### src/rtl/controle_tiros.sv
// rtl/controle_tiros.sv - shot processing stage ahead of the scoring block
// Optional build macro: TIRO_EXTRA_EN (a hit lets the same player fire again)
module controle_tiros #(
  parameter int TAM  = 6,
  parameter int NCEL = TAM * TAM
) (
  input  logic            clk,
  input  logic            rst_n,
  input  logic            carga,
  input  logic            carga_jogador,
  input  logic [NCEL-1:0] carga_navios,
  input  logic            inicio,
  input  logic            tiro_valido,
  output logic            tiro_pronto,
  input  logic [2:0]      tiro_linha,
  input  logic [2:0]      tiro_coluna,
  output logic            vez,
  output logic            resultado_valido,
  output logic            resultado_acerto,
  output logic            resultado_repetido,
  output logic            resultado_invalido,
  output logic [NCEL-1:0] dadosA,
  output logic [NCEL-1:0] dadosB,
  output logic            enabled,
  output logic            fim_jogo,
  output logic            vencedor
);

  localparam int         IW  = $clog2(NCEL);
  localparam logic [2:0] LIM = 3'(TAM);

  typedef enum logic [2:0] {CARGA, ESPERA, VERIFICA, RESULTADO, FIM} estado_t;

  estado_t         estado, prox;
  logic [NCEL-1:0] navios_a, navios_b, tiros_a, tiros_b;
  logic [NCEL-1:0] prox_navios_a, prox_navios_b;
  logic [NCEL-1:0] alvo_tiros, alvo_navios, alvo_dados, mascara;
  logic [2:0]      linha_r, coluna_r;
  logic [IW-1:0]   idx;
  logic            fora, acerto_r, repetido_r, invalido_r, tiro_novo, afundou;

  // Shared decode: post-load ship maps, target board selection and shot index
  always_comb begin
    prox_navios_a = (carga && !carga_jogador) ? carga_navios : navios_a;
    prox_navios_b = (carga &&  carga_jogador) ? carga_navios : navios_b;
    idx           = IW'(32'(linha_r) * TAM + 32'(coluna_r));
    fora          = (linha_r >= LIM) || (coluna_r >= LIM);
    alvo_tiros    = vez ? tiros_a  : tiros_b;
    alvo_navios   = vez ? navios_a : navios_b;
    alvo_dados    = vez ? dadosA   : dadosB;
    mascara       = {{(NCEL-1){1'b0}}, 1'b1} << idx;
    tiro_novo     = !repetido_r && !invalido_r;
    afundou       = tiro_novo && (alvo_dados == alvo_navios);
  end

  // State register
  always_ff @(posedge clk or negedge rst_n) begin
    if (!rst_n) estado <= CARGA;
    else        estado <= prox;
  end

  // Next-state logic and state-decoded outputs
  always_comb begin
    prox               = estado;
    tiro_pronto        = 1'b0;
    resultado_valido   = 1'b0;
    fim_jogo           = 1'b0;
    case (estado)
      CARGA: begin
        if (inicio && (|prox_navios_a) && (|prox_navios_b)) prox = ESPERA;
      end
      ESPERA: begin
        tiro_pronto = 1'b1;
        if (tiro_valido) prox = VERIFICA;
      end
      VERIFICA: prox = RESULTADO;
      RESULTADO: begin
        resultado_valido = 1'b1;
        prox             = afundou ? FIM : ESPERA;
      end
      FIM: fim_jogo = 1'b1;
      default: prox = CARGA;
    endcase
    resultado_acerto   = resultado_valido && acerto_r;
    resultado_repetido = resultado_valido && repetido_r;
    resultado_invalido = resultado_valido && invalido_r;
    enabled            = resultado_valido && tiro_novo;
  end

  // Maps, shot registers, turn and winner
  always_ff @(posedge clk or negedge rst_n) begin
    if (!rst_n) begin
      navios_a   <= '0;
      navios_b   <= '0;
      tiros_a    <= '0;
      tiros_b    <= '0;
      dadosA     <= '0;
      dadosB     <= '0;
      linha_r    <= '0;
      coluna_r   <= '0;
      acerto_r   <= 1'b0;
      repetido_r <= 1'b0;
      invalido_r <= 1'b0;
      vez        <= 1'b0;
      vencedor   <= 1'b0;
    end else begin
      case (estado)
        CARGA: begin
          navios_a <= prox_navios_a;
          navios_b <= prox_navios_b;
          if (prox == ESPERA) vez <= 1'b0;
        end
        ESPERA: begin
          if (tiro_valido) begin
            linha_r  <= tiro_linha;
            coluna_r <= tiro_coluna;
          end
        end
        VERIFICA: begin
          acerto_r   <= 1'b0;
          repetido_r <= 1'b0;
          invalido_r <= fora;
          if (!fora) begin
            if (alvo_tiros[idx]) begin
              repetido_r <= 1'b1;
            end else begin
              acerto_r <= alvo_navios[idx];
              if (vez) begin
                tiros_a <= tiros_a | mascara;
                dadosA  <= navios_a & (tiros_a | mascara);
              end else begin
                tiros_b <= tiros_b | mascara;
                dadosB  <= navios_b & (tiros_b | mascara);
              end
            end
          end
        end
        RESULTADO: begin
          if (afundou) begin
            vencedor <= vez;
          end else if (tiro_novo) begin
`ifdef TIRO_EXTRA_EN
            if (!acerto_r) vez <= ~vez;
`else
            vez <= ~vez;
`endif
          end
        end
        default: ;
      endcase
    end
  end

endmodule

### config.mk
export PLATFORM = sky130hd
export DESIGN_NAME = controle_tiros
export DESIGN_NICKNAME = d
export VERILOG_FILES = /design/src/rtl/controle_tiros.sv
export SDC_FILE = /design/constraint.sdc
export NUM_CORES = 1
export LEC_CHECK = 0
export BUFFER_PORTS_ARGS = -buffer_cell sky130_fd_sc_hd__buf_2
export CORE_UTILIZATION = 58
export CTS_BUF_LIST = sky130_fd_sc_hd__clkbuf_16
export CTS_CLUSTER_SIZE = 14
export DETAILED_ROUTE_END_ITERATION = 7
export GPL_TIMING_DRIVEN = 0
export PLACE_DENSITY_LB_ADDON = 0.08
export RECOVER_POWER = 100
export SYNTH_ARGS = -nofsm -noshare
export SYNTH_HDL_FRONTEND = slang
export SYNTH_SLANG_ARGS = --single-unit
export TNS_END_PERCENT = 50
### constraint.sdc
create_clock -name clk -period 3.7 [get_ports clk]
set_clock_uncertainty 0.2 [all_clocks]
set_input_delay 0.185 -clock clk [delete_from_list [all_inputs] [get_ports clk]]
set_output_delay 0.185 -clock clk [all_outputs]
set_load 0.03 [all_outputs]
* Yosys cells after proc, flatten, opt, wreduce, memory -nomap -nowiden
Cells that the tools add are included.
Word-level totals: word-level logic and storage cells 83, bits of input ports 48, register bits 230, output and inout port bits 81
Operators by class: mux-type cells 24, shift-type cells 1, multipliers 1, reductions and logical operators 23, add/subtract/negate cells 1, bitwise operators 7, $lt $le $gt $ge 3, equal/unequal tests 9
Operators by type and width (count):
- two-way mux 36 bit | 5
- AND 36 bit | 2
- OR 36 bit | 2
- OR reduction 36 bit | 2
- equality test 36 bit | 1
- << shifter 1 x 6 -> 36 bit (first input constant) | 1
- case mux 3 bit (5 select lines) | 1
- binary-select mux 1 bit (select 6 bit) | 2
- two-way mux 1 bit | 12
- AND reduction 4 bit | 3
- logical AND 1 bit | 10
- two-way mux 3 bit | 3
- less-than comparator 6 x 7 -> 1 bit (second input constant) | 1
- adder 6 x 3 -> 6 bit | 1
- equality test 3 x 1 -> 1 bit (second input constant) | 2
- equality test 3 x 2 -> 1 bit (second input constant) | 2
- greater-or-equal comparator 3 bit (second input constant) | 2
- != test 2 bit (second input constant) | 3
- multiplier 3 x 2 -> 5 bit (second input constant) | 1
- AND reduction 2 bit | 2
- equality test 3 bit (second input constant) | 1
- zero test 1 bit | 3
- zero test 3 bit | 1
- NOT 1 bit | 3
- other kinds (3) | 3

* Longest topological paths before layout
depth in word-level cells 11, depth in mapped cells 13, mapped depth without buffers 10

* Worst setup path after synthesis
OpenSTA, ideal clock, no wires.
kind reg2reg, start register linha_r[1], end register tiros_b[10], data required time 3382 ps, stages on the path, launching flop included 12, path buffers 2, period minus slack after synthesis 3239 ps, arrival 2921 ps, path slack 461 ps, cells stage by stage dfrtp_1 > ha_1 > fa_1 > xor2_1 > nand2_1 > a2111oi_0 > a221oi_2 > o21ai_2 > nor3_2 > buf_2 > buf_4 > a21o_1
On the way: longest elaborated chain between the ends 6, elaborated cells between the ends (all ways) 11, classes of those cells add/sub (1); mul (1); order compare (1); shift (1); mux (2); bitwise (3); reduce/logical (2)
Ends and longest elaborated chain:
- start: declaration | RTL line 38 | logic [2:0] linha_r, coluna_r;
- start signal: assignment | RTL line 115 | linha_r <= tiro_linha;
- multiplier 3 x 2 -> 5 bit | RTL line 46 | idx = IW'(32'(linha_r) * TAM + 32'(coluna_r));
- adder 6 x 3 -> 6 bit | RTL line 46
- binary-select mux 1 bit (select 6 bit) | RTL line 124 | if (alvo_tiros[idx]) begin
- two-way mux 1 bit (not written as such) | RTL line 124
- NOT 1 bit (no line)
- AND reduction 4 bit (no line)
- end signal: assignment | RTL line 132 | tiros_b <= tiros_b | mascara;
- end: declaration | RTL line 35 | logic [NCEL-1:0] navios_a, navios_b, tiros_a, tiros_b;
Several ways; a longest one is shown, not always the timed one. The select of a mux whose other input is x is not followed. A chain may end at the register's enable or synchronous reset.

* Final worst setup path
start register coluna_r[0], end register acerto_r
On the way: longest elaborated chain between the ends 5, elaborated cells between the ends (all ways) 9, classes of those cells add/sub (1); order compare (1); mux (6); reduce/logical (1)
Ends and longest elaborated chain:
- start: declaration | RTL line 38
- start signal: assignment | RTL line 116 | coluna_r <= tiro_coluna;
- adder 6 x 3 -> 6 bit | RTL line 46
- binary-select mux 1 bit (select 6 bit) (on tied branches) | RTL line 127, 124
- two-way mux 1 bit (on tied branches) | RTL line 127, 124
- two-way mux 1 bit | RTL line 124
- two-way mux 1 bit * | RTL line 123 | if (!fora) begin
- end signal: assignment | RTL line 127 | acerto_r <= alvo_navios[idx];
- end: declaration | RTL line 40 | logic fora, acerto_r, repetido_r, invalido_r, tiro_novo, afundou;
Every way passes the cells marked *; elsewhere a longest branch is shown, timed or not. The select of a mux whose other input is x is not followed.

==> metrics.md <==
| Metric | Value |
|---|---|
| Status | complete, but fails checks |
| Failing checks | max-capacitance violations, max-slew violations |
| Root Driver | clkbuf_16 |
| Wire length per cell | 28.90 µm |
| Fillers | 1515 |
| Final cycle utilization of the critical path | 0.9975 |
| Largest net degree at the start of global routing | 123 |
| Starting Density | 0.5970 |
| Hold Crit Class | input pin to flop |
| Worst path cell trace | buf_6 -> buf_4 -> buf_2 -> buf_2 -> mux4_2 -> mux2_2 -> a2111oi_1 -> a2111oi_2 -> a32o_1 |
| Critical path class | flop to flop |
| Synth Flop Type | dfrtp_1 |
| PnR Total Power | 4977 µW |
| Vias | 10590 |
| H-tree depth | 1 |
| Clock sinks | 230 |
| Post-route DRC | 0 |
| Yosys warns | 0 |
| Crit end category | flop |
| PwrDens | 353.4 nW/µm² |
| Post-synth EDFFs | 0 |
| Max-Cap Viols | 1 |
| Final setup fails | 0 |
| Remaining antenna violation count | 0 |
| Synth Instances | 1042 |
| Leak pwr | 0.006884 µW |
| Synthesis-stage register bit count | 230 |
| Peak Freq | 0.2709 GHz |
| Measured slew at the worst slew-check pin | 2.769 ns |
| Commonest cells after routing, fill and taps aside | dfrtp_1 (229), o21ai_0 (142), clkbuf_1 (101) |
| VDD IR max | 0.3544 mV |
| Clock Path Buffers | 3 |
| Total Routing Usage GR | 0.4397 |
| Core Region | 19650 µm² |
| Setup crit start kind | flop |
| Clk_lat worst skew | 0.53 ns |
| Fin nets | 1300 |
| Top cell type's share of synthesized area | 0.4905 |
| Die Span Y | 144.2 µm |
| CTS tree | built |
| Sequential share of the synthesized area | 0.4905 |
| Commonest non-fill, non-tap cell in the layout | dfrtp_1 |
| I/O pin total | 129 |
| First drt pass iteration count | 7 |
| Chip width | 144.2 µm |
| Final Hold Viols | 0 |
| RSZ-0062 raised after global routing | true |
| Port Buffers | 128 |
| Final core occ | 0.7165 |
| Synthesized cell area | 11730 µm² |
| Worst Path Max Fanout | 10 |
| Library cells used by synthesis | 57 |
| Slowest cell on crit path | a2111oi_1 |
| Vias in the first global route | 10130 |
| Initial antenna violation count | 0 |
| Drt via density | 6.938 |
| Yosys top cell by area | dfrtp_1 |
| Global-route wire length before repair | 64500 µm |
| Die area | 20800 µm² |
| Worst path required time | 3.92 ns |
| Area Growth Syn to Fin | 20.02% |
| Diode count | 0 |
| Share of async-settable or async-resettable flops after synthesis | 1.000 |
| CP max stage delay | 0.69 ns |
| Worst-path clk slew | 0.06 ns |
| Grt ovf | 0 |
| Share of cells above drive strength 1 | 0.2046 |
| Worst EP arrival | 3.91 ns |
| Synth top area cells | dfrtp_1 (49%), mux2_2 (7.7%), o21ai_0 (6.1%) |
| Max-Slew Margin vs Limit | -0.8460 |
| GPL Wtd Cong | 1.068 |
| CP most frequent cell | buf_2 |
| TritonCTS Buffers | 24 |
| Detailed Place HPWL | 31380 µm |
| DR iter-0 viols | 1402 |
| Placed cell area | 12740 µm² |
| Placement row count | 51 |
| Tmin final | 3.691 ns |
| Max-slew violations | 109 |
| Average size of a mapped cell | 11.26 µm² |
| Detailed Route WL | 44100 µm |
| Syn Nets | 1098 |
| Final instance area | 14080 µm² |
==> cell type report <==
cell class	instances	area, µm²	share of cell area
Multi-Input combinational cell	731	5809	0.4125
Sequential cell	230	5757	0.4088
Timing Repair Buffer	177	1027	0.07295
Clock buffer	25	625.6	0.04442
Buffer	61	346.6	0.02461
Tap cell	265	331.6	0.02355
Clock inverter	18	113.9	0.008085
Inverter	19	71.32	0.005064
==> cell families after synthesis <==
family / count (synthesis) / share of synthesized area
xor+xnor: 65 / 0.04852
flops: 230 / 0.4905
simple gates: 195 / 0.08722
mux: 132 / 0.1521
fa+ha+maj: 8 / 0.009810
buf+inv: 81 / 0.03071
compound gates: 331 / 0.1812
==> power by group <==
group	internal (µW)	leakage, µW	switching [µW]
combinational	52.5	0.00335	81.6
sequential	2510	0.00317	0
clock	1290	0.000366	1040
==> what timing repair did <==
action                                  4_1_cts  5_1_grt
pin swaps                                     2        3
endpoints found under the setup margin      145      111
setup buffers                                 3        0
hold buffers                                 45        0
resized for setup                            34       47
endpoints found under the hold margin       187        0
==> worst max-delay path, delay by kind of cell (launching register included) <==
kind	cells	cell delay [ns]
flops	1	0.35
compound gates	3	1.13
mux	2	0.64
buf+inv	4	1.25
==> Yosys cell counts, types with 5 or more instances <==
library cell / instances
o22ai_1: 5
nand4_1: 10
inv_1: 19
o31ai_1: 67
nand2_1: 33
buf_2: 20
nor2_1: 37
ha_1: 6
mux2_2: 80
mux2i_1: 23
nor4_1: 40
a2111oi_0: 5
buf_4: 5
clkbuf_1: 28
dfrtp_1: 230
xor2_1: 46
mux4_2: 29
nand2b_1: 9
a21oi_1: 10
xnor2_1: 19
nor2b_1: 8
nand3_1: 11
a21o_1: 74
o21ai_0: 142
o21ai_1: 5
nor3_1: 25
==> per-layer routing <==
metal  up-vias  wire, µm  global-route usage
met5         -         0                   0
met4         0      2847              0.2343
met3       180      5854              0.1387
met2       826     18840              0.6410
met1      5266     16560              0.5883
li1       4315         -                   -
==> path summary, 6_finish.rpt <==
kind                                    startpoint  cells after the start  slack [ns]                        to
max in group asynchronous                    rst_n                      3        0.59  navios_b[12]$_DFFE_PN0N_
max                        coluna_r[0]$_DFFE_PN0P_                      9       0.009      acerto_r$_DFFE_PN0P_
min in group asynchronous                    rst_n                      2        0.80   coluna_r[0]$_DFFE_PN0P_
min                                         inicio                      5        0.06           vez$_DFFE_PN0P_
min reg2reg                tiros_a[12]$_DFFE_PN0P_                      1        0.27   tiros_a[12]$_DFFE_PN0P_
max reg2reg                coluna_r[0]$_DFFE_PN0P_                      9       0.009      acerto_r$_DFFE_PN0P_
==> per-stage QoR <==
stage               cells  worst slack (ns)  hold slack [ns]  TNS (ns)
floorplan            1042            0.4606          -0.3106         0
global placement     1435            -1.820           0.1905   -472.76
detailed placement   1436           -0.6707          0.09766    -66.58
CTS                  1527           0.01369          0.04010         0
global route         1526          -0.08931           0.1405    -2.940
finish               1526          0.009189          0.05918         0
==> sequential cells by signal (all words and copies together) (netlist names) <==
signal,flops
vencedor,1
linha_r,3
repetido_r,1
invalido_r,1
navios_b,36
vez,1
tiros_a,36
dadosB,36
estado,3
acerto_r,1
navios_a,36
tiros_b,36
coluna_r,3
dadosA,36
Power figures use the tool's default switching activity.
